[src/rtl/nco_sine_source.sv]
// -----------------------------------------------------------------------------
// nco_sine_source
//
// Purpose
//   Numerically controlled oscillator feeding the sigma-delta DAC. Each
//   sample_req advances a 24-bit phase accumulator by the frequency control
//   word and returns one 10-bit offset-binary sine sample. The top byte of the
//   pre-add phase addresses the sine table.
//
// Ports
//   clk          in   system clock
//   rst_n        in   asynchronous, active-low reset
//   fcw          in   frequency control word (0 = hold phase)
//   sample_req   in   one-cycle request strobe, may be high every cycle
//   phase_clr    in   synchronous phase clear (note change)
//   sample       out  sine sample, offset binary, held between updates
//   sample_valid out  one-cycle pulse when sample was updated
//
// Build option
//   QUARTER_WAVE_LUT_EN  defined: store only the first quarter wave and
//                        rebuild the other three with an extra mirror/invert
//                        register stage (request->valid latency 3).
//                        undefined: full 256-entry table (latency 2).
//   Output values are identical in both builds.
// -----------------------------------------------------------------------------
module nco_sine_source #(
    parameter int FCW_WIDTH    = 24,
    parameter int ADDR_WIDTH   = 8,
    parameter int SAMPLE_WIDTH = 10
) (
    input  logic                    clk,
    input  logic                    rst_n,
    input  logic [FCW_WIDTH-1:0]    fcw,
    input  logic                    sample_req,
    input  logic                    phase_clr,
    output logic [SAMPLE_WIDTH-1:0] sample,
    output logic                    sample_valid
);

    localparam int QTR_AW    = ADDR_WIDTH - 2;
    localparam int QTR_DEPTH = 2 ** QTR_AW;

    localparam logic [SAMPLE_WIDTH-1:0] FULL_SCALE = '1;
    localparam logic [SAMPLE_WIDTH-1:0] MID_SCALE  = {1'b1, {(SAMPLE_WIDTH-1){1'b0}}};

    // pi in Q30 fixed point, used only while elaborating the table.
    localparam longint PI_Q30 = 64'sd3373259426;

    // Quarter-wave table entry i: round(FS/2 + FS/2 * sin(2*pi*(i+0.5)/N)).
    // The half-step offset keeps the table symmetric so that mirroring and
    // inverting it reproduces the full period exactly. Evaluated at
    // elaboration with a Q30 Taylor series (x <= pi/2, 8 terms).
    function automatic logic [SAMPLE_WIDTH-1:0] quarter_sample(input int i);
        longint x;
        longint x2;
        longint term;
        longint sine;
        longint acc;
        x    = (PI_Q30 * longint'(2 * i + 1)) >>> ADDR_WIDTH;
        x2   = (x * x) >>> 30;
        term = x;
        sine = x;
        for (int k = 1; k <= 8; k++) begin
            term = -(((term * x2) >>> 30) / longint'((2 * k) * (2 * k + 1)));
            sine = sine + term;
        end
        // (FS*(1+s) + 1) / 2, floored: round-half-up of FS/2*(1+s)
        acc = (longint'(FULL_SCALE) <<< 30) + longint'(FULL_SCALE) * sine
            + (64'sd1 <<< 30);
        return SAMPLE_WIDTH'(acc >>> 31);
    endfunction

    // Second and fourth quarters read the quarter table backwards.
    // For a power-of-two quarter, (QTR_DEPTH-1) - j is simply ~j.
    function automatic logic [QTR_AW-1:0] mirror_index(input logic [ADDR_WIDTH-1:0] k);
        return k[ADDR_WIDTH-2] ? ~k[QTR_AW-1:0] : k[QTR_AW-1:0];
    endfunction

    // Second half of the period is the first half reflected about mid-scale.
    function automatic logic [SAMPLE_WIDTH-1:0] invert_half(
        input logic                    neg,
        input logic [SAMPLE_WIDTH-1:0] v
    );
        return neg ? (FULL_SCALE - v) : v;
    endfunction

    // -------------------------------------------------------------------------
    // Phase accumulator with fcw shadow.
    // The architectural phase is phase_acc + fcw_shadow: the step captured at
    // a request is applied at the next request. This keeps the fcw port
    // feeding only a register, and the adder sees two local registers.
    // -------------------------------------------------------------------------
    logic [FCW_WIDTH-1:0]  phase_acc;
    logic [FCW_WIDTH-1:0]  fcw_shadow;
    logic [FCW_WIDTH-1:0]  phase_sum;
    logic [ADDR_WIDTH-1:0] addr_p0;
    logic                  vld_p0;

    assign phase_sum = phase_acc + fcw_shadow;  // mod 2^FCW_WIDTH, silent wrap

    always_ff @(posedge clk or negedge rst_n) begin
        if (!rst_n) begin
            phase_acc  <= '0;
            fcw_shadow <= '0;
            vld_p0     <= 1'b0;
        end else begin
            vld_p0 <= sample_req;
            if (phase_clr) begin
                // With a request the new phase becomes fcw, otherwise zero.
                phase_acc  <= '0;
                fcw_shadow <= sample_req ? fcw : '0;
            end else if (sample_req) begin
                phase_acc  <= phase_sum;
                fcw_shadow <= fcw;
            end
        end
    end

    // ---- S0: request registers table address (pre-add phase, 0 on clear) ----
    always_ff @(posedge clk) begin
        if (sample_req) begin
            addr_p0 <= phase_clr ? '0 : phase_sum[FCW_WIDTH-1 -: ADDR_WIDTH];
        end
    end

`ifdef QUARTER_WAVE_LUT_EN

    logic [SAMPLE_WIDTH-1:0] qtr_rom [QTR_DEPTH];

    for (genvar g = 0; g < QTR_DEPTH; g++) begin : g_qtr_rom
        localparam logic [SAMPLE_WIDTH-1:0] ENTRY = quarter_sample(g);
        assign qtr_rom[g] = ENTRY;
    end

    logic [SAMPLE_WIDTH-1:0] q_p1;
    logic                    neg_p1;
    logic                    vld_p1;

    // ---- S1: registered quarter-table read, half select carried along ----
    always_ff @(posedge clk) begin
        if (vld_p0) begin
            q_p1   <= qtr_rom[mirror_index(addr_p0)];
            neg_p1 <= addr_p0[ADDR_WIDTH-1];
        end
    end

    always_ff @(posedge clk or negedge rst_n) begin
        if (!rst_n) begin
            vld_p1 <= 1'b0;
        end else begin
            vld_p1 <= vld_p0;
        end
    end

    // ---- S2: invert lower half, load output sample ----
    always_ff @(posedge clk or negedge rst_n) begin
        if (!rst_n) begin
            sample       <= MID_SCALE;
            sample_valid <= 1'b0;
        end else begin
            sample_valid <= vld_p1;
            if (vld_p1) begin
                sample <= invert_half(neg_p1, q_p1);
            end
        end
    end

`else

    // Full period built from the quarter rule so both builds agree bit-for-bit.
    function automatic logic [SAMPLE_WIDTH-1:0] full_sample(input int k);
        logic [ADDR_WIDTH-1:0] kk;
        kk = ADDR_WIDTH'(k);
        return invert_half(kk[ADDR_WIDTH-1], quarter_sample(int'(mirror_index(kk))));
    endfunction

    logic [SAMPLE_WIDTH-1:0] full_rom [2**ADDR_WIDTH];

    for (genvar g = 0; g < 2**ADDR_WIDTH; g++) begin : g_full_rom
        localparam logic [SAMPLE_WIDTH-1:0] ENTRY = full_sample(g);
        assign full_rom[g] = ENTRY;
    end

    // ---- S1/S2: registered table read straight into the output sample ----
    always_ff @(posedge clk or negedge rst_n) begin
        if (!rst_n) begin
            sample       <= MID_SCALE;
            sample_valid <= 1'b0;
        end else begin
            sample_valid <= vld_p0;
            if (vld_p0) begin
                sample <= full_rom[addr_p0];
            end
        end
    end

`endif

endmodule

[config.mk]
export PLATFORM = sky130hd
export DESIGN_NAME = nco_sine_source
export DESIGN_NICKNAME = d
export VERILOG_FILES = /design/src/rtl/nco_sine_source.sv
export SDC_FILE = /design/constraint.sdc
export NUM_CORES = 1
export LEC_CHECK = 0
export ABC_AREA = 1
export CAP_MARGIN = 10
export CELL_PAD_IN_SITES_DETAIL_PLACEMENT = 1
export CELL_PAD_IN_SITES_GLOBAL_PLACEMENT = 2
export CORE_MARGIN = 2
export CORE_UTILIZATION = 30
export CTS_CLUSTER_DIAMETER = 150
export DETAILED_ROUTE_END_ITERATION = 8
export MAX_ROUTING_LAYER = met4
export PLACE_DENSITY = 0.75
export SLEW_MARGIN = 5
export SYNTH_ARGS = -nofsm -noshare
export SYNTH_HDL_FRONTEND = slang
export SYNTH_SLANG_ARGS = --single-unit
[constraint.sdc]
create_clock -name clk -period 2.1 [get_ports clk]
set_input_delay 0.21 -clock clk [delete_from_list [all_inputs] [get_ports clk]]
set_output_delay 0.21 -clock clk [all_outputs]
set_load 0.01 [all_outputs]
# Word-level counts from Yosys, hierarchy flattened
# Memories as Yosys holds them, arrays and structs flattened. A register that Yosys moved wholly into a read port is not among the register bits.
# Index checks and enable logic that the tools add are counted.
[word_totals]
regBits = 58
latch_bits = 0
mem_bits_rw = 0
mem_bits_ro = 2560
input_bits = 28
output_inout_bits = 11
wordCells = 15
mem_count = 1
[memory_table]
columns = ["memory", "depth", "width", "read_ports", "rd_ports_with_merged_regs", "write_ports", "line", "text"]
rows = [
  ["(no name shown)", 256, 10, 1, 1, 0, "192", "sample <= full_rom[addr_p0];"],
]
[classes]
n_addsub = 1
mul = 0
div_mod_pow = 0
magnitude_cmp = 0
n_eq_ne = 0
shifts = 0
muxes = 5
bitwise = 1
n_reduce_logical = 2
[op_table]
columns = ["op", "n"]
rows = [
  ["2-to-1 mux 24 bit", 5],
  ["adder 24 bit", 1],
  ["NOT 8 -> 9 bit", 1],
  ["nonzero test 2 bit", 1],
  ["logical NOT 1 bit", 1],
]

# Depth between registers and ports, before layout
# Gate-level depths: netlist of the first run.
[logic_depth]
ltp_word = 3
mapped_depth = 14
ltp_nobuf = 13

# Least setup slack after synthesis of the first run
# OpenSTA, ideal clock, no wires.
[synth_path]
path_type = "reg-to-reg"
startpoint = "reg addr_p0[0]"
endpoint = "reg sample[4]"
setup_ns = 0.124
arrival_time_ns = 1.891
t_required_ns = 1.976
path_slack_ns = 0.084
stages_incl_launch_ff = 14
path_buffers = 1
synth_period_minus_slack_ns = 2.016
path_cell_list = "edfxtp_1 > clkbuf_1 > inv_1 > ha_1 > inv_1 > nand2_1 > nand2_1 > nor2_1 > o21ai_1 > nand3_1 > nand2_1 > nand2_1 > nand2_1 > nand3_1"
[synth_between]
elab_chain_len = 1
[synth_lines]
columns = ["item", "line", "text"]
rows = [
  ["start, declared", "96", "logic [ADDR_WIDTH-1:0] addr_p0;"],
  ["start signal, assigned", "122", "addr_p0 <= phase_clr ? '0 : phase_sum[FCW_WIDTH-1 -: ADDR_WIDTH];"],
  ["NOT 8 -> 9 bit (implied by the code)", "192", ""],
  ["end, declared", "36", "output logic [SAMPLE_WIDTH-1:0] sample,"],
]
# No other way between the ends.
# A chain may end at the register's enable or synchronous reset.

# Worst setup path in the final report of the first run
[layout_path]
startpoint = "reg phase_acc[5]"
endpoint = "reg addr_p0[3] (data pin)"
[layout_between]
elab_chain_len = 1
[layout_lines]
columns = ["item", "line", "text"]
rows = [
  ["start, declared", "93", "logic [FCW_WIDTH-1:0] phase_acc;"],
  ["start signal, assigned", "113", "phase_acc <= phase_sum;"],
  ["adder 24 bit", "99", "assign phase_sum = phase_acc + fcw_shadow;"],
]
# No other way between the ends.

==> results.py, run 1 <==
metrics = {
    "global_routing": {
        "grt_pass1_vias": 7738,
        "grt.overflow.total": 0,
        "grt_start_max_net_pins": 43,
        "track_usage_pct": 25.1,
        "grt_pass1_wl_um": 42600,
        "antenna_found_initial": 0,
    },
    "setup_path": {
        "critical_path_required_ps": 2280,
        "critical_path_class": "register to register",
        "crit_path_start": "phase_acc[5]$_DFFE_PN0P_",
        "r2r_cells": 9,
        "start_kind": "register",
        "end_kind": "register",
        "ff2ff_setup_slack_ps": 120,
        "cp_data_arrival_time_ps": 2160,
        "r2r-start": "phase_acc[5]$_DFFE_PN0P_",
        "cp_max_fo": 4,
    },
    "placement": {
        "place.detailed.hpwl_um": 21100,
        "placed_area_um2": 7580,
        "io_buffers": 38,
        "dpl_worst_slack_ps": 55.1,
        "gp_congestion": 0.988,
    },
    "finish": {
        "final_nets": 1210,
        "design_area_um2": 7950,
        "final_cell_mix": "402 x nand2_1, 113 x inv_1, 101 x nand3_1",
        "drive_gt1_share_pct": 10.4,
        "insertedDiodeCount": 0,
        "areaGrowthSynthToFinish_pct": 21.8,
        "layout_commonest_cell": "nand2_1",
    },
    "clocking": {
        "numCtsBuffers": 9,
        "clk_pin_slew_ps": 70,
        "root_buffer": "clkbuf_16",
        "cts_sinks": 68,
        "htreeDepth": 3,
        "clk_latency_ps": 350,
        "clockBufferDepth": 2,
        "cts_tree": "built",
    },
    "run_status": {
        "status": "complete, no violations",
    },
    "sta": {
        "max_freq_mhz": 505,
        "tightest_slew_ps": 530,
        "slew_headroom_pct": 64.7,
        "setup_violations": 0,
        "rsz0062_at_grt": "true",
        "fin_worst_skew_ps": 14.4,
        "finalSetupTns_ps": 0,
        "min_period_ps": 1980,
        "final_max_slew_viol_count": 0,
        "period_share_pct": 94.4,
        "hold_viol_final": 0,
        "finalHoldWorstSlack_ps": 354,
        "setup_ws_ps": 118,
    },
    "floorplanning": {
        "die_w_um": 151,
        "die_area_um2": 22900,
        "die_y_um": 151,
        "start_util_pct": 30.8,
        "rows": 53,
        "core_um2": 21200,
        "io_pins": 39,
    },
    "synthesis": {
        "syn_nets": 1133,
        "synth_area_um2": 6520,
        "avgSynthCellArea_um2": 6.12,
        "yosys_warnings": 0,
        "syn-instance-count": 1066,
        "yosysTopAreaCellShare_pct": 23.5,
        "synthTopCellsByArea": "nand2_1 23%, dfrtp_1 23%, nand3_1 7.8%",
        "synth_top_cell_by_area": "nand2_1",
        "synth-seq-cells": 68,
        "ys_seq_area_share_pct": 26.7,
        "synthDistinctLibCells": 38,
    },
    "route": {
        "first_iter_violations": 387,
        "wirelength_um": 26800,
        "post_drt_wl_per_cell_um": 18.8,
        "viasPerCell": 5.19,
        "vias": 7381,
        "antenna_left": 0,
        "drc": 0,
        "dr.pass1.iters": 5,
    },
    "power": {
        "vdd_drop_max_uv": 377,
        "p_total_mw": 5.28,
        "power_leakage_nw": 4.14,
        "power.density_nw_per_um2": 665,
    },
    "flow_run": {
        "maxCapViolCount": 0,
    },
    "worst_hold_path": {
        "hold_start": "sample_req",
        "hold_path_class": "primary input to register",
        "holdPathStages": 2,
    },
}
[layer usage]
| layer | up-vias | GRT usage (%) | share of wire [%] | routed length [um] |
|---|---|---|---|---|
| met5 | - | - | 0 | 0 |
| met4 | 0 | 9.53 | 3.5 | 939 |
| met3 | 52 | 3.14 | 4.2 | 1120 |
| met2 | 191 | 42.3 | 49 | 13200 |
| met1 | 3542 | 30.7 | 43 | 11600 |
| li1 | 3596 | - | - | - |
[per-stage QoR]
step	std cells	utilization, %
6_report	1423	37.6
5_1_grt	1423	37.6
4_1_cts	1420	37.2
3_5_place_dp	1403	35.8
3_3_place_gp	1403	35.8
2_1_floorplan	1066	-
[kinds of logic after synthesis]
| logic type | synth area share, % |
|---|---|
| DFF | 26.7 |
| AOI/OAI and AO/OA | 13.5 |
| and+or+nand+nor | 40.2 |
| buffers and inverters | 10.8 |
| adders and majority gates | 7.60 |
| xor gates and xnor gates | 1.21 |
[flip-flops by register name (all words and copies together), names as in the netlist]
name,count
addr_p0,8
fcw_shadow,24
phase_acc,24
sample,10
sample_valid,1
vld_p0,1
[final cells by class]
class,count,area [um^2]
timing repair buffer,109,981
clock inverter,5,35.0
clock buffer,11,243
fill,2781,13200
sequential,68,1740
multi-input combinational,832,4140
tap,275,344
inverter,123,465
[what timing repair did]
action	CTS	global route
setup endpoints to repair	0	19
hold endpoints to repair	18	0
gates resized for setup	0	22
hold buffers	1	0
buffers inserted	0	3
[synth_stat cells]
master / instances
or2_2: 1
or2_0: 1
and2_1: 2
clkbuf_1: 12
nand3b_1: 7
o22ai_1: 1
buf_2: 17
a21oi_2: 1
nor2_2: 3
a31oi_1: 3
nand4_1: 19
buf_6: 5
nor3_1: 4
buf_4: 6
edfxtp_1: 8
nand2_1: 408
o211ai_1: 10
o21ai_1: 6
buf_1: 3
fa_1: 1
and3_1: 2
nor2_1: 83
xnor2_1: 7
nand2_2: 2
clkinv_1: 4
inv_1: 116
nand3_1: 102
dfstp_2: 1
or2_1: 1
xor2_1: 2
a22o_1: 24
ha_1: 38
dfrtp_1: 59
o221ai_1: 2
a21oi_1: 52
o21ai_0: 49
o2111ai_1: 1
inv_2: 3
[where the power goes]
part,internal (mW),switching (mW),total (mW)
combinational,0.823,1.40,2.22
clock,0.836,0.643,1.48
sequential,1.48,0.0971,1.58
total,3.14,2.14,5.28
[final timing paths]
check / endpoint
setup reg to reg: addr_p0[3]$_SDFFCE_PP0P_
min in group asynchronous: fcw_shadow[6]$_DFFE_PN0P_
hold / removal: vld_p0$_DFF_PN0_
max in group asynchronous: sample[9]$_DFFE_PN1P_
setup / recovery: addr_p0[3]$_SDFFCE_PP0P_
hold reg to reg: phase_acc[19]$_DFFE_PN0P_
[worst max-delay path, cell delays in order (launching register included)]
cell	delay, ps
dfrtp_1	380
ha_1	360
nand2_1	130
nor2_1	210
buf_4	150
nand2_1	40
nand3b_1	170
nand3_1	110
nand2_1	70
a21oi_1	190
Note: power is estimated with default switching activity, not from simulation.
==> run 2: changes to the inputs <==
Settings changed: CELL_PAD_IN_SITES_DETAIL_PLACEMENT 1 to not set, CELL_PAD_IN_SITES_GLOBAL_PLACEMENT 2 to not set, CORE_ASPECT_RATIO set to 0.5, PLACE_DENSITY 0.75 to 0.45.
==> results.py, run 2 (synthesis gave the netlist of run 1 again) <==
metrics = {
    "setup_path": {
        "cp_data_arrival_time_ps": 2200,
        "r2r_end": "addr_p0[0]$_SDFFCE_PP0P_",
        "critical_path_required_ps": 2290,
        "slowest_stage": "fa_2",
        "r2r-start": "fcw_shadow[0]$_DFFE_PN0P_",
        "cp_max_fo": 3,
        "slowest_delay_ps": 390,
        "critical_path_class": "register to register",
        "r2r_cells": 11,
        "path_common_cell": "nand2_1",
        "ff2ff_setup_slack_ps": 80,
        "path_cells": "ha_2 > inv_1 > fa_2 > nand3b_1 > nand2_1 > nand2_1 > nand2_2 > nand3_2 > nand2_1 > nand2_2 > a21oi_2",
        "start_kind": "register",
        "end_kind": "register",
    },
    "finish": {
        "final_core_util_pct": 37.8,
        "final_nets": 1220,
        "insertedDiodeCount": 0,
        "areaGrowthSynthToFinish_pct": 24.5,
        "layout_commonest_cell": "nand2_1",
        "reg_top3": "fcw_shadow (24), phase_acc (24), sample (10)",
        "drive_gt1_share_pct": 11.7,
        "final_cell_mix": "400 x nand2_1, 115 x inv_1, 99 x nand3_1",
        "instances_no_fill": 1458,
        "design_area_um2": 8120,
    },
    "floorplanning": {
        "io_pins": 39,
        "core_um2": 21500,
        "rows": 38,
        "start_util_pct": 30.4,
        "die_w_um": 213,
        "die_area_um2": 23000,
        "die_y_um": 108,
    },
    "clocking": {
        "root_buffer": "clkbuf_16",
        "clk_latency_ps": 360,
        "clk_pin_slew_ps": 70,
        "numCtsBuffers": 9,
        "cts_tree": "built",
        "cts_sinks": 68,
        "htreeDepth": 3,
        "clockBufferDepth": 2,
    },
    "route": {
        "post_drt_wl_per_cell_um": 17.6,
        "first_iter_violations": 538,
        "viasPerCell": 4.99,
        "antenna_left": 0,
        "dr.pass1.iters": 5,
        "wirelength_um": 25700,
        "vias": 7271,
        "drc": 0,
    },
    "sta": {
        "setup_ws_ps": 83.0,
        "tightest_slew_ps": 556,
        "min_period_ps": 2020,
        "setup_violations": 0,
        "slew_headroom_pct": 62.9,
        "final_max_slew_viol_count": 0,
        "period_share_pct": 96.0,
        "max_freq_mhz": 496,
        "hold_viol_final": 0,
        "finalHoldWorstSlack_ps": 201,
        "rsz0062_at_grt": "true",
        "fin_worst_skew_ps": 11.8,
    },
    "placement": {
        "dp.cells": 1435,
        "gp_congestion": 1.01,
        "io_buffers": 38,
        "placed_area_um2": 7660,
        "place.detailed.hpwl_um": 19700,
        "dpl_worst_slack_ps": -130,
    },
    "worst_hold_path": {
        "hold_path_class": "primary input to register",
        "holdPathEnd": "fcw_shadow[22]$_DFFE_PN0P_",
        "hold_start": "sample_req",
        "holdPathStages": 2,
    },
    "global_routing": {
        "antenna_found_initial": 0,
        "grt_pass1_vias": 7227,
        "grt.overflow.total": 0,
        "grt_start_max_net_pins": 48,
        "track_usage_pct": 24.3,
        "grt_pass1_wl_um": 40800,
    },
    "run_status": {
        "status": "complete, no violations",
    },
    "power": {
        "vdd_drop_max_uv": 326,
        "power_leakage_nw": 4.20,
        "power.density_nw_per_um2": 668,
    },
    "flow_run": {
        "maxCapViolCount": 0,
    },
}
==> run 2: changes by cell type in the layout (fill, tap and decap cells not counted), sizes merged <==
cell / delta
clkinv: -1
clkbuf: +3
buf: +10
clkinvlp: -1
inv: -1
==> run 2: through the flow <==
| stage | power [mW] | setup TNS [ps] |
|---|---|---|
| global placement | 3.80 | -239 |
| detailed placement | 3.77 | -203 |
| floorplan | 2.89 | 0 |
| CTS | 5.41 | 0 |
| global route | 5.78 | -57.5 |
| finish | 5.43 | 0 |
==> run 2: critical path, delay by kind of cell, from the launching register on <==
family	cells	cell delay [ps]
DFF	1	360
AOI/OAI and AO/OA	1	220
and+or+nand+nor	7	620
adders and majority gates	2	580
buffers and inverters	1	60
==> run 2: how the worst max path moves through the flow <==
| stage | start | to | slack (ps) | cells past startpoint |
|---|---|---|---|---|
| 3_3_place_gp | fcw_shadow[8]$_DFFE_PN0P_ | addr_p0[1]$_SDFFCE_PP0P_ | -130 | 9 |
| 2_1_floorplan | addr_p0[0]$_SDFFCE_PP0P_ | sample[4]$_DFFE_PN0P_ | 80 | 13 |
| 3_5_place_dp | fcw_shadow[0]$_DFFE_PN0P_ | addr_p0[0]$_SDFFCE_PP0P_ | -130 | 11 |
| 4_1_cts | fcw_shadow[0]$_DFFE_PN0P_ | addr_p0[0]$_SDFFCE_PP0P_ | 20 | 11 |
| 5_1_grt | phase_acc[0]$_DFFE_PN0P_ | phase_acc[12]$_DFFE_PN0P_ | -30 | 13 |
| 6_report | fcw_shadow[0]$_DFFE_PN0P_ | addr_p0[0]$_SDFFCE_PP0P_ | 80 | 11 |
==> run 2: repair_timing <==
item / CTS / global route
pin swaps: 1 / 9
endpoints found under the setup margin: 4 / 20
hold buffers: 1 / 0
buffers inserted: 0 / 6
hold endpoints to repair: 59 / 0
resized for setup: 6 / 28
==> run 2: cell type report <==
cell class                      instances  area, um^2
Fill cell                            2408       13400
Multi-Input combinational cell        832        4180
Sequential cell                        68        1740
Timing Repair Buffer                  119        1060
Inverter                              123         464
Tap cell                              300         375
Clock buffer                           14         285
Clock inverter                          2        15.0
==> run 2: power by group <==
part / total [mW] / switching (mW) / internal (mW)
logic: 2.24 / 1.39 / 0.848
clock network: 1.61 / 0.672 / 0.939
registers: 1.57 / 0.0933 / 1.48
total: 5.43 / 2.16 / 3.27
==> run 2: routing by layer <==
layer / up-vias / global-route usage, % / share of wire, %
li1: 3632 / - / -
met1: 3390 / 30.8 / 47
met2: 193 / 38.4 / 45
met3: 56 / 4.44 / 4.5
met4: 0 / 10.4 / 3.5
met5: - / - / 0
